$ cat config.mk
export PLATFORM = sky130hd
export DESIGN_NAME = uart_to_tilelink_framer_flat
export DESIGN_NICKNAME = d
export VERILOG_FILES = /design/src/rtl/tl_uart_pkg.sv /design/src/rtl/uart_to_tilelink_framer_if.sv /design/src/rtl/tl_packet_unpack.sv /design/src/rtl/uart_to_tilelink_framer.sv /design/src/flat_wrapper.sv
export SDC_FILE = /design/constraint.sdc
export NUM_CORES = 1
export LEC_CHECK = 0
export CAP_MARGIN = 20
export CORE_MARGIN = 2
export CORE_UTILIZATION = 55
export DETAILED_ROUTE_END_ITERATION = 6
export PLACE_DENSITY = 0.95
export RECOVER_POWER = 50
export SLEW_MARGIN = 20
export SYNTH_ARGS = -nofsm -noshare
export SYNTH_HDL_FRONTEND = slang
export SYNTH_HIERARCHICAL = 1
export SYNTH_SLANG_ARGS = --single-unit
$ cat constraint.sdc
create_clock -name clk -period 5.5 [get_ports clk]
set_clock_uncertainty 0.15 [all_clocks]
set_input_delay 0.825 -clock clk [delete_from_list [all_inputs] [get_ports clk]]
set_output_delay 0.825 -clock clk [all_outputs]
set_load 0.02 [all_outputs]
$ cat src/rtl/tl_uart_pkg.sv
// Shared definitions for the UART <-> TileLink bridge pair.
// Packet layout (16 bytes, "<BBBBLQ"): byte offsets of each field, bit
// positions inside the opcode byte, and the framer state encoding.
package tl_uart_pkg;

   localparam int PACKET_BYTES = 16;
   localparam int PACKET_BITS  = 8 * PACKET_BYTES;

   localparam int OFF_CHAN  = 0;
   localparam int OFF_OPC   = 1;
   localparam int OFF_SIZE  = 2;
   localparam int OFF_UNION = 3;
   localparam int OFF_ADDR  = 4;   // bytes 4..7
   localparam int OFF_DATA  = 8;   // bytes 8..15

   localparam int OPC_LSB     = 0;
   localparam int OPC_MSB     = 2;
   localparam int PARAM_LSB   = 4;
   localparam int PARAM_MSB   = 6;
   localparam int CORRUPT_BIT = 7;

   typedef enum logic [1:0] {
      ST_COLLECT  = 2'd0,
      ST_PRESENT  = 2'd1,
      ST_DOWNTIME = 2'd2
   } framer_state_e;

   // Extract byte k of a packet buffer (byte 0 in the low bits).
   function automatic logic [7:0] pkt_byte(input logic [PACKET_BITS-1:0] pkt, input int k);
      return pkt[8*k +: 8];
   endfunction

endpackage

$ cat src/rtl/uart_to_tilelink_framer_if.sv
// Byte-stream input and TileLink frame output of the framer.
// master : framer side (accepts bytes, drives frames)
// slave  : environment side (UART client + GenericSerializer)
interface uart_to_tilelink_framer_if;
   import tl_uart_pkg::*;

   logic        rx_byte_valid;
   logic        rx_byte_ready;
   logic [7:0]  rx_byte;

   logic        tl_in_valid;
   logic        tl_in_ready;
   logic [2:0]  tl_in_bits_chanId;
   logic [2:0]  tl_in_bits_opcode;
   logic [2:0]  tl_in_bits_param;
   logic        tl_in_bits_corrupt;
   logic [7:0]  tl_in_bits_size;
   logic [8:0]  tl_in_bits_union;
   logic [7:0]  tl_in_bits_source;
   logic [63:0] tl_in_bits_address;
   logic [63:0] tl_in_bits_data;

   modport master (
      input  rx_byte_valid, rx_byte, tl_in_ready,
      output rx_byte_ready, tl_in_valid,
      output tl_in_bits_chanId, tl_in_bits_opcode, tl_in_bits_param,
      output tl_in_bits_corrupt, tl_in_bits_size, tl_in_bits_union,
      output tl_in_bits_source, tl_in_bits_address, tl_in_bits_data
   );

   modport slave (
      output rx_byte_valid, rx_byte, tl_in_ready,
      input  rx_byte_ready, tl_in_valid,
      input  tl_in_bits_chanId, tl_in_bits_opcode, tl_in_bits_param,
      input  tl_in_bits_corrupt, tl_in_bits_size, tl_in_bits_union,
      input  tl_in_bits_source, tl_in_bits_address, tl_in_bits_data
   );

endinterface

$ cat src/rtl/tl_packet_unpack.sv
// Combinational decode of a 16-byte command packet into TileLink frame fields.
// Ports: i_buf (packet, byte 0 in bits [7:0]) -> o_* frame fields.
module tl_packet_unpack
   import tl_uart_pkg::*;
#(
   parameter logic [7:0] SOURCE_ID = 8'd0
) (
   input  logic [PACKET_BITS-1:0] i_buf,
   output logic [2:0]             o_chan_id,
   output logic [2:0]             o_opcode,
   output logic [2:0]             o_param,
   output logic                   o_corrupt,
   output logic [7:0]             o_size,
   output logic [8:0]             o_union,
   output logic [7:0]             o_source,
   output logic [63:0]            o_address,
   output logic [63:0]            o_data
);

   logic [7:0] w_chan_byte;
   logic [7:0] w_opc_byte;
   logic [4:0] w_unused_chan_hi;

   assign w_chan_byte      = pkt_byte(i_buf, OFF_CHAN);
   assign w_opc_byte       = pkt_byte(i_buf, OFF_OPC);
   // Upper bits of the channel byte carry nothing.
   assign w_unused_chan_hi = w_chan_byte[7:3];

   assign o_chan_id = w_chan_byte[2:0];
   assign o_opcode  = w_opc_byte[OPC_MSB:OPC_LSB];
   assign o_param   = w_opc_byte[PARAM_MSB:PARAM_LSB];
   assign o_corrupt = w_opc_byte[CORRUPT_BIT];
   assign o_size    = pkt_byte(i_buf, OFF_SIZE);
   assign o_union   = {1'b0, pkt_byte(i_buf, OFF_UNION)};
   assign o_source  = SOURCE_ID;
   // Byte order in the buffer already matches little-endian field order.
   assign o_address = {32'h0, i_buf[8*OFF_ADDR +: 32]};
   assign o_data    = i_buf[8*OFF_DATA +: 64];

endmodule

$ cat src/rtl/uart_to_tilelink_framer.sv
// Assembles 16-byte host command packets from a UART byte stream and presents
// them as TileLink frames, paced by edges of the sampled serializer clock.
// Ports: clk, reset (sync, active high), tl_clk (sampled as data),
//        bus (master modport: byte stream in, frame out),
//        timeout_err (drop pulse), frame_count (frames delivered).
//
// state       | meaning
// ST_COLLECT  | accepting bytes into the packet buffer; inter-byte timer runs
// ST_PRESENT  | frame valid, waiting for serializer ready
// ST_DOWNTIME | valid low, waiting for a tl_clk rising edge before next packet
module uart_to_tilelink_framer
   import tl_uart_pkg::*;
#(
   parameter int         TIMEOUT_CYCLES = 1000000,
   parameter int         TIMEOUT_W      = 20,
   parameter logic [7:0] SOURCE_ID      = 8'd0
) (
   input  logic                       clk,
   input  logic                       reset,
   input  logic                       tl_clk,
   uart_to_tilelink_framer_if.master  bus,
   output logic                       timeout_err,
   output logic [15:0]                frame_count
);

   localparam logic [TIMEOUT_W-1:0] TMO_LAST = TIMEOUT_W'(TIMEOUT_CYCLES - 1);

   framer_state_e          r_state;
   framer_state_e          w_state_nxt;
   logic                   r_tl_clk_q;
   logic [3:0]             r_idx;
   logic [TIMEOUT_W-1:0]   r_tmo_cnt;
   logic [PACKET_BITS-1:0] r_buf;
   logic                   r_tmo_err;
   logic [15:0]            r_frame_cnt;

   logic w_tl_clk_pos;
   logic w_accept;
   logic w_last_byte;
   logic w_tmo_hit;
   logic w_handshake;

   assign w_tl_clk_pos = tl_clk & ~r_tl_clk_q;
   assign w_accept     = (r_state == ST_COLLECT) && bus.rx_byte_valid;
   assign w_last_byte  = w_accept && (r_idx == 4'(PACKET_BYTES - 1));
   // An accepted byte always beats an expiring timer.
   assign w_tmo_hit    = (r_state == ST_COLLECT) && (r_idx != 4'd0) && !w_accept
                         && (r_tmo_cnt == TMO_LAST);
   assign w_handshake  = (r_state == ST_PRESENT) && bus.tl_in_ready;

   always_ff @(posedge clk) begin
      if (reset) r_state <= ST_COLLECT;
      else       r_state <= w_state_nxt;
   end

   always_comb begin
      w_state_nxt = r_state;
      case (r_state)
         ST_COLLECT:  if (w_last_byte)  w_state_nxt = ST_PRESENT;
         ST_PRESENT:  if (w_handshake)  w_state_nxt = ST_DOWNTIME;
         ST_DOWNTIME: if (w_tl_clk_pos) w_state_nxt = ST_COLLECT;
         default:                       w_state_nxt = ST_COLLECT;
      endcase
   end

   always_comb begin
      bus.rx_byte_ready = (r_state == ST_COLLECT);
      bus.tl_in_valid   = (r_state == ST_PRESENT);
   end

   always_ff @(posedge clk) begin
      if (reset) begin
         r_tl_clk_q  <= 1'b0;
         r_idx       <= 4'd0;
         r_tmo_cnt   <= '0;
         r_buf       <= '0;
         r_tmo_err   <= 1'b0;
         r_frame_cnt <= 16'd0;
      end else begin
         r_tl_clk_q <= tl_clk;
         r_tmo_err  <= w_tmo_hit;

         if (w_accept) begin
            r_buf[{r_idx, 3'b000} +: 8] <= bus.rx_byte;
            r_idx                       <= w_last_byte ? 4'd0 : r_idx + 4'd1;
         end else if (w_tmo_hit) begin
            r_idx <= 4'd0;
         end

         if (w_accept || w_tmo_hit)
            r_tmo_cnt <= '0;
         else if ((r_state == ST_COLLECT) && (r_idx != 4'd0))
            r_tmo_cnt <= r_tmo_cnt + 1'b1;

         if (w_handshake)
            r_frame_cnt <= r_frame_cnt + 16'd1;
      end
   end

   assign timeout_err = r_tmo_err;
   assign frame_count = r_frame_cnt;

   tl_packet_unpack #(
      .SOURCE_ID (SOURCE_ID)
   ) u_unpack (
      .i_buf     (r_buf),
      .o_chan_id (bus.tl_in_bits_chanId),
      .o_opcode  (bus.tl_in_bits_opcode),
      .o_param   (bus.tl_in_bits_param),
      .o_corrupt (bus.tl_in_bits_corrupt),
      .o_size    (bus.tl_in_bits_size),
      .o_union   (bus.tl_in_bits_union),
      .o_source  (bus.tl_in_bits_source),
      .o_address (bus.tl_in_bits_address),
      .o_data    (bus.tl_in_bits_data)
   );

endmodule
$ cat src/flat_wrapper.sv
// flat-port wrapper written by rule: the top's interface ports become plain ports
module uart_to_tilelink_framer_flat import tl_uart_pkg::*;
#(
   parameter int         TIMEOUT_CYCLES = 1000000,
   parameter int         TIMEOUT_W      = 20,
   parameter logic [7:0] SOURCE_ID      = 8'd0
)
  (clk, reset, tl_clk, timeout_err, frame_count, bus_rx_byte_valid, bus_rx_byte, bus_tl_in_ready, bus_rx_byte_ready, bus_tl_in_valid, bus_tl_in_bits_chanId, bus_tl_in_bits_opcode, bus_tl_in_bits_param, bus_tl_in_bits_corrupt, bus_tl_in_bits_size, bus_tl_in_bits_union, bus_tl_in_bits_source, bus_tl_in_bits_address, bus_tl_in_bits_data);
  uart_to_tilelink_framer_if bus_i ();
  input  logic clk;
  input  logic reset;
  input  logic tl_clk;
  output logic timeout_err;
  output logic [15:0] frame_count;
  input wire logic [$bits(bus_i.rx_byte_valid)-1:0] bus_rx_byte_valid;
  input wire logic [$bits(bus_i.rx_byte)-1:0] bus_rx_byte;
  input wire logic [$bits(bus_i.tl_in_ready)-1:0] bus_tl_in_ready;
  output wire logic [$bits(bus_i.rx_byte_ready)-1:0] bus_rx_byte_ready;
  output wire logic [$bits(bus_i.tl_in_valid)-1:0] bus_tl_in_valid;
  output wire logic [$bits(bus_i.tl_in_bits_chanId)-1:0] bus_tl_in_bits_chanId;
  output wire logic [$bits(bus_i.tl_in_bits_opcode)-1:0] bus_tl_in_bits_opcode;
  output wire logic [$bits(bus_i.tl_in_bits_param)-1:0] bus_tl_in_bits_param;
  output wire logic [$bits(bus_i.tl_in_bits_corrupt)-1:0] bus_tl_in_bits_corrupt;
  output wire logic [$bits(bus_i.tl_in_bits_size)-1:0] bus_tl_in_bits_size;
  output wire logic [$bits(bus_i.tl_in_bits_union)-1:0] bus_tl_in_bits_union;
  output wire logic [$bits(bus_i.tl_in_bits_source)-1:0] bus_tl_in_bits_source;
  output wire logic [$bits(bus_i.tl_in_bits_address)-1:0] bus_tl_in_bits_address;
  output wire logic [$bits(bus_i.tl_in_bits_data)-1:0] bus_tl_in_bits_data;
  assign bus_i.rx_byte_valid = bus_rx_byte_valid;
  assign bus_i.rx_byte = bus_rx_byte;
  assign bus_i.tl_in_ready = bus_tl_in_ready;
  assign bus_rx_byte_ready = bus_i.rx_byte_ready;
  assign bus_tl_in_valid = bus_i.tl_in_valid;
  assign bus_tl_in_bits_chanId = bus_i.tl_in_bits_chanId;
  assign bus_tl_in_bits_opcode = bus_i.tl_in_bits_opcode;
  assign bus_tl_in_bits_param = bus_i.tl_in_bits_param;
  assign bus_tl_in_bits_corrupt = bus_i.tl_in_bits_corrupt;
  assign bus_tl_in_bits_size = bus_i.tl_in_bits_size;
  assign bus_tl_in_bits_union = bus_i.tl_in_bits_union;
  assign bus_tl_in_bits_source = bus_i.tl_in_bits_source;
  assign bus_tl_in_bits_address = bus_i.tl_in_bits_address;
  assign bus_tl_in_bits_data = bus_i.tl_in_bits_data;
  uart_to_tilelink_framer #(.TIMEOUT_CYCLES(TIMEOUT_CYCLES), .TIMEOUT_W(TIMEOUT_W), .SOURCE_ID(SOURCE_ID)) u_core (.clk(clk), .reset(reset), .tl_clk(tl_clk), .bus(bus_i), .timeout_err(timeout_err), .frame_count(frame_count));
endmodule
==> results.md, run 1 <==
* Crit end category: flip-flop
* Fin util at 0.632
* Ant. Diodes at 0
* Final Setup Violations at 0
* Final Hold Viols at 0
* Failing checks: capacitance limit, slew limit
* Worst R2R Path Depth at 6
* Net switching power figure at 618 uW
* Layout cell share with drive strength beyond 1 at 0.0590
* Initial Utilization at 0.557
* Die Area at 16300 um^2
* Post-placement cell area at 8900 um^2
* DRC errors left at 0
* Fin area at 9540 um^2
* Worst Setup EP: u_core/r_buf[57]
* Slew margin rel. at -1.26
* Final Cycle Share at 0.722
* Combinational power share at 0.075
* Switching part of the total power at 0.231
* CP arrival at 4120 ps
* Port bufs at 153
* Resized cells post-CTS at 0
* Initial antenna violation count at 0
* Layout area overhead at 13.5%
* Count of pins over their slew limit at 98
* Max Buffers Root-to-Sink at 2
* Vias at 6656
* Total negative setup slack at 0 ps
* Wirelength per Cell at 17.7 um
* Reg2Reg Setup Slack at 2330 ps
* Die height at 128 um
* Internal power at 2.06 mW
* Clock latency on the worst-skew pair at 430 ps
* Postcts setup bufs at 0
* Vias in the first global route at 6170
* Layout Cells excl Fill at 1137
* Leak Pwr at 3.89 nW
* H-tree Lvls at 4
* RSZ-0062 raised after global routing: no
* Top Ports at 195
* Worst-path maximum fanout at 97
* Mean Syn Cell Area at 8.86 um^2
* Detail Placement HPWL at 13400 um
* Crit path time final at 3970 ps
* DRT iter0 DRCs at 856
* Syn Std Cell Area at 8400 um^2
* Pin count of the biggest net entering global routing at 98
* PD cells at 281 nW/um^2
* Status: finished, violations left
* Gr ovfl total at 0
* Worst r2r src: u_core/r_idx[0]
* Flop pwr share at 0.453
* CTS tree: yes
* Mapped Cells at 949
* CP startpoint: reset
* Worst slack, placed at 1770 ps
* Clock sinks at 166
* Worst slew pin tran at 3400 ps
* Clock root buffer: clkbuf_16
* HP Class: reg -> reg
* Peak VDD IR at 0.215 mV
* Max Cap Viol at 1
* Reg-to-reg endpoint: u_core/r_idx[2]
* Clock power frac at 0.472
* Required time of the critical path at 5650 ps
* Hold_buf cts at 0
* TritonCTS Buffers at 17
* Critical path launch point type: primary input
* Die X at 128 um
* Max Freq at 252 MHz
* Avg Vias per Cell at 5.85
* Clock Pin Slew Worst Setup and Hold Paths at 60 ps
* RD Place Congestion at 0.831
* Kind of critical path: in -> reg
* Drt pass-1 iters at 6
* Final worst slack at 1530 ps
* First-pass GRT wire length at 31300 um
* GRT Resource Usage Total at 0.240
* Nets@finish at 955
* Post-route ant nets at 0
* Routed WL at 20200 um
* YS warnings at 6
* Row count at 45
* Fill count at 1187
* Placed instance count at 1105
* Core ar. at 15100 um^2
## how the worst min path moves through the flow
stage / startpoint / endpoint / cells past startpoint
after CTS: u_core/r_buf[36] / u_core/r_buf[36] / 2
after global routing: u_core/r_buf[55] / u_core/r_buf[55] / 2
after global placement: u_core/r_buf[33] / u_core/r_buf[33] / 2
final: u_core/r_buf[31] / u_core/r_buf[31] / 2
after detailed placement: u_core/r_buf[31] / u_core/r_buf[31] / 2
after floorplan: u_core/r_buf[100] / u_core/r_buf[100] / 2
## cell type report
class / count / area (um^2) / share of cell area
inverter: 6 / 22.5 / 0.00236
sequential: 166 / 3320 / 0.348
tap: 188 / 235 / 0.0247
timing repair buffer: 160 / 1580 / 0.165
multi-input combinational: 586 / 3740 / 0.393
clock buffer: 23 / 488 / 0.0512
clock inverter: 8 / 145 / 0.0152
## flip-flops by register name (all words and copies together) (netlist names)
register            cells
u_core/frame_count     16
u_core/timeout_err      1
u_core/r_idx            4
u_core/r_buf          122
u_core/r_state          2
u_core/r_tmo_cnt       20
u_core/r_tl_clk_q       1
## layout by cell type, fill, tap and decap left out, types with 15 or more instances in the layout
cell / n
conb_1: 41
nand4_1: 42
nand2_1: 37
clkbuf_16: 17
dfxtp_1: 166
a21oi_1: 70
clkdlybuf4s50_1: 15
mux2i_1: 67
o21ai_0: 36
nor2_1: 19
nand3_1: 41
nand2b_1: 66
o31ai_1: 40
dlygate4sd3_1: 137
## power by group through the flow
stage,registers (mW),clock network (mW),logic (mW)
CTS,1.21,1.28,0.196
floorplan,1.24,0,0.172
global placement,1.24,0,0.193
detailed placement,1.24,0,0.195
global route,1.21,1.33,0.213
finish,1.21,1.26,0.201
## through the flow
stage,hold slack (ps),total power [mW]
after global placement,305,1.43
after detailed placement,311,1.44
after CTS,325,2.69
final,319,2.68
after global routing,341,2.75
after floorplan,299,1.41
## critical path: stages
cell	delay (ps)
buf_4	410
clkbuf_1	2450
nand2b_1	310
mux2i_1	110
## routing by layer
metal  vias up  GRT usage  routed length, um
li1       3101          -                  -
met1      3203      0.290               7970
met2       292      0.398              10200
met3        60     0.0494               1280
met4         0      0.136                746
met5         -          0                  0
No activity file was read; power rests on OpenSTA's default activity.
==> run 2: changes to the inputs <==
--- a/config.mk
+++ b/config.mk
@@ -7,9 +7,9 @@
 export LEC_CHECK = 0
 export CAP_MARGIN = 20
 export CORE_MARGIN = 2
-export CORE_UTILIZATION = 55
+export CORE_UTILIZATION = 51
 export DETAILED_ROUTE_END_ITERATION = 6
-export PLACE_DENSITY = 0.95
+export PLACE_DENSITY = 0.91
 export RECOVER_POWER = 50
 export SLEW_MARGIN = 20
 export SYNTH_ARGS = -nofsm -noshare
==> constraint.sdc (replaced) <==
create_clock -name clk -period 4.1 [get_ports clk]
set_clock_uncertainty 0.15 [all_clocks]
set_input_delay 0.615 -clock clk [delete_from_list [all_inputs] [get_ports clk]]
set_output_delay 0.615 -clock clk [all_outputs]
set_load 0.02 [all_outputs]
==> run 2 against run 1 <==
Effect of this change: the flow now finishes without violations; via count down 0.92%; critical path type is now reg -> reg; largest power group is now registers; combinational power increased by 33%; worst hold slack worse by 1.0 ps; register-to-register slack worse by 1200 ps; clock power increased by 23%; sequential power rose by 35%; die area rose by 7.6%; power up 29%; clock-buffer cell count decreased by 4; sequential cell count did not move; sequential share of layout area is essentially flat.
==> results.md, run 2 (same netlist as run 1, synthesis figures left out) <==
* CP arrival at 3040 ps (was 4120 ps)
* Initial antenna violation count at 1 (was 0)
* Final worst slack at 1180 ps (was 1530 ps)
* Worst path slowest cell: or3_1 (was clkbuf_1)
* Hold_buf cts at 0 (unchanged)
* Top Ports at 195 (unchanged)
* Crit path time final at 2920 ps
* Wirelength per Cell at 17.1 um (was 17.7 um)
* PD cells at 362 nW/um^2 (was 281 nW/um^2)
* Clock Pin Slew Worst Setup and Hold Paths at 60 ps (about the same)
* Required time of the critical path at 4220 ps (was 5650 ps)
* Leak Pwr at 3.90 nW (was 3.89 nW)
* Crit path cell chain: inv_1 > ha_1 > nor3b_1 > or3_1 > nor3_2 > buf_4 > o31ai_1 (was buf_4 > clkbuf_1 > nand2b_1 > mux2i_1)
* TritonCTS Buffers at 17 (unchanged)
* CTS tree: yes (unchanged)
* Layout area overhead at 13.4% (was 13.5%)
* Layout Cells excl Fill at 1167 (was 1137)
* Most frequent cells in the layout: 166 x dfxtp_1, 140 x dlygate4sd3_1, 70 x a21oi_1 (was 166 x dfxtp_1, 137 x dlygate4sd3_1, 70 x a21oi_1)
* GRT Resource Usage Total at 0.221 (was 0.240)
* Total negative setup slack at 0 ps (unchanged)
* Postcts setup bufs at 0 (unchanged)
* Final Cycle Share at 0.713
* Cell family with the largest share of critical-path delay: simple AND/OR/NAND/NOR gates (was buffers and inverters)
* Core ar. at 16000 um^2 (was 15100 um^2)
* Clock root buffer: clkbuf_16 (unchanged)
* Max Freq at 342 MHz
* Max Buffers Root-to-Sink at 2 (unchanged)
* Worst slew pin tran at 1140 ps (was 3400 ps)
* Gr ovfl total at 0 (unchanged)
* Die height at 132 um (was 128 um)
* Largest register FFs at 122 (unchanged)
* Drt pass-1 iters at 6 (unchanged)
* Kind of critical path: reg -> reg (was in -> reg)
* Vias in the first global route at 6123 (was 6170)
* Row count at 46 (was 45)
* Peak VDD IR at 0.379 mV (was 0.215 mV)
* Routed WL at 20000 um (was 20200 um)
* Port bufs at 153 (unchanged)
* Status: complete, no violations (was finished, violations left)
* Layout cell share with drive strength beyond 1 at 0.0600 (was 0.0590)
* Worst path bufs/invs at 2 (unchanged)
* Reg2Reg Setup Slack at 1180 ps (was 2330 ps)
* Fill count at 1322 (was 1187)
* Slew margin rel. at 0.238 (was -1.26)
* RSZ-0062 raised after global routing: no (unchanged)
* Detail Placement HPWL at 13400 um (about the same)
* Initial Utilization at 0.525 (was 0.557)
* Worst-path maximum fanout at 11 (was 97)
* Resized cells post-CTS at 0 (unchanged)
* Count of pins over their slew limit at 0 (was 98)
* H-tree Lvls at 4 (unchanged)
* Register area at 3320 um^2 (unchanged)
* Clock latency on the worst-skew pair at 420 ps (was 430 ps)
* Top reg by flops: u_core/r_buf (unchanged)
* Final Setup Violations at 0 (unchanged)
* Max incr delay on CP at 540 ps (was 2450 ps)
* Clock sinks at 166 (unchanged)
* Post-route ant nets at 0 (unchanged)
* Nets@finish at 958 (was 955)
* Area of the multi-input gates at 3740 um^2 (about the same)
* Avg Vias per Cell at 5.65 (was 5.85)
* Placed instance count at 1137 (was 1105)
* HP Class: reg -> reg (unchanged)
* Fin util at 0.596 (was 0.632)
* RD Place Congestion at 0.860 (was 0.831)
* Pin count of the biggest net entering global routing at 86 (was 98)
* DRT iter0 DRCs at 678 (was 856)
* Critical path launch point type: flip-flop (was primary input)
* First-pass GRT wire length at 31600 um (was 31300 um)
* Max Cap Viol at 0 (was 1)
* Vias at 6595 (was 6656)
* Die X at 132 um (was 128 um)
* Crit end category: flip-flop (unchanged)
* Die Area at 17500 um^2 (was 16300 um^2)
* Worst slack, placed at 910 ps (was 1770 ps)
* DRC errors left at 0 (unchanged)
* Hold_ws at 318 ps (was 319 ps)
* Most common cell after layout, fill and taps aside: dfxtp_1 (unchanged)
* Final Hold Viols at 0 (unchanged)
-- run 2: cell types whose count changed in the layout (fill, tap and decap cells not counted), sizes merged, moves of 3 or more --
cell,delta
buf,+4
clkbuf,-5
clkdlybuf4s50,-3
clkinv,+3
dlygate4sd3,+3
-- run 2: where the power goes --
part	internal, mW	leakage (nW)	switching [mW]
Clock	0.943	0.274	0.612
Sequential	1.62	1.34	0.00736
Combinational	0.0633	2.28	0.204
Total	2.63	3.90	0.824
-- run 2: worst min-delay path, cell delays in order, from the launching register on --
cell and delay [ps]:
dfxtp_1 310, o31ai_1 60, a21oi_1 60
-- run 2: final cells by class --
type / instances / share of cell area
multi-input combinational: 586 / 0.393
sequential: 166 / 0.349
timing repair buffer: 163 / 0.168
clock buffer: 19 / 0.0454
tap: 216 / 0.0284
clock inverter: 10 / 0.0140
inverter: 6 / 0.00236
antenna: 1 / 0.000263
-- run 2: worst paths after layout --
check | startpoint | endpoint | cells after the start
min reg2reg | u_core/r_buf[85] | u_core/r_buf[85] | 2
max reg2reg | u_core/r_idx[0] | u_core/r_idx[1] | 7
max | u_core/r_idx[0] | u_core/r_idx[1] | 7
min | u_core/r_buf[85] | u_core/r_buf[85] | 2
-- run 2: metrics by stage --
step	power (mW)	instance area [um^2]
after floorplan	1.89	8550
after global placement	1.92	8960
after detailed placement	1.92	8960
after CTS	3.47	9530
after global routing	3.56	9530
final	3.45	9530
-- run 2: per-layer routing --
layer	GRT usage	routed length, um
met3	0.0542	1370
met4	0.106	566
met5	0	0
met1	0.265	8060
met2	0.373	10000
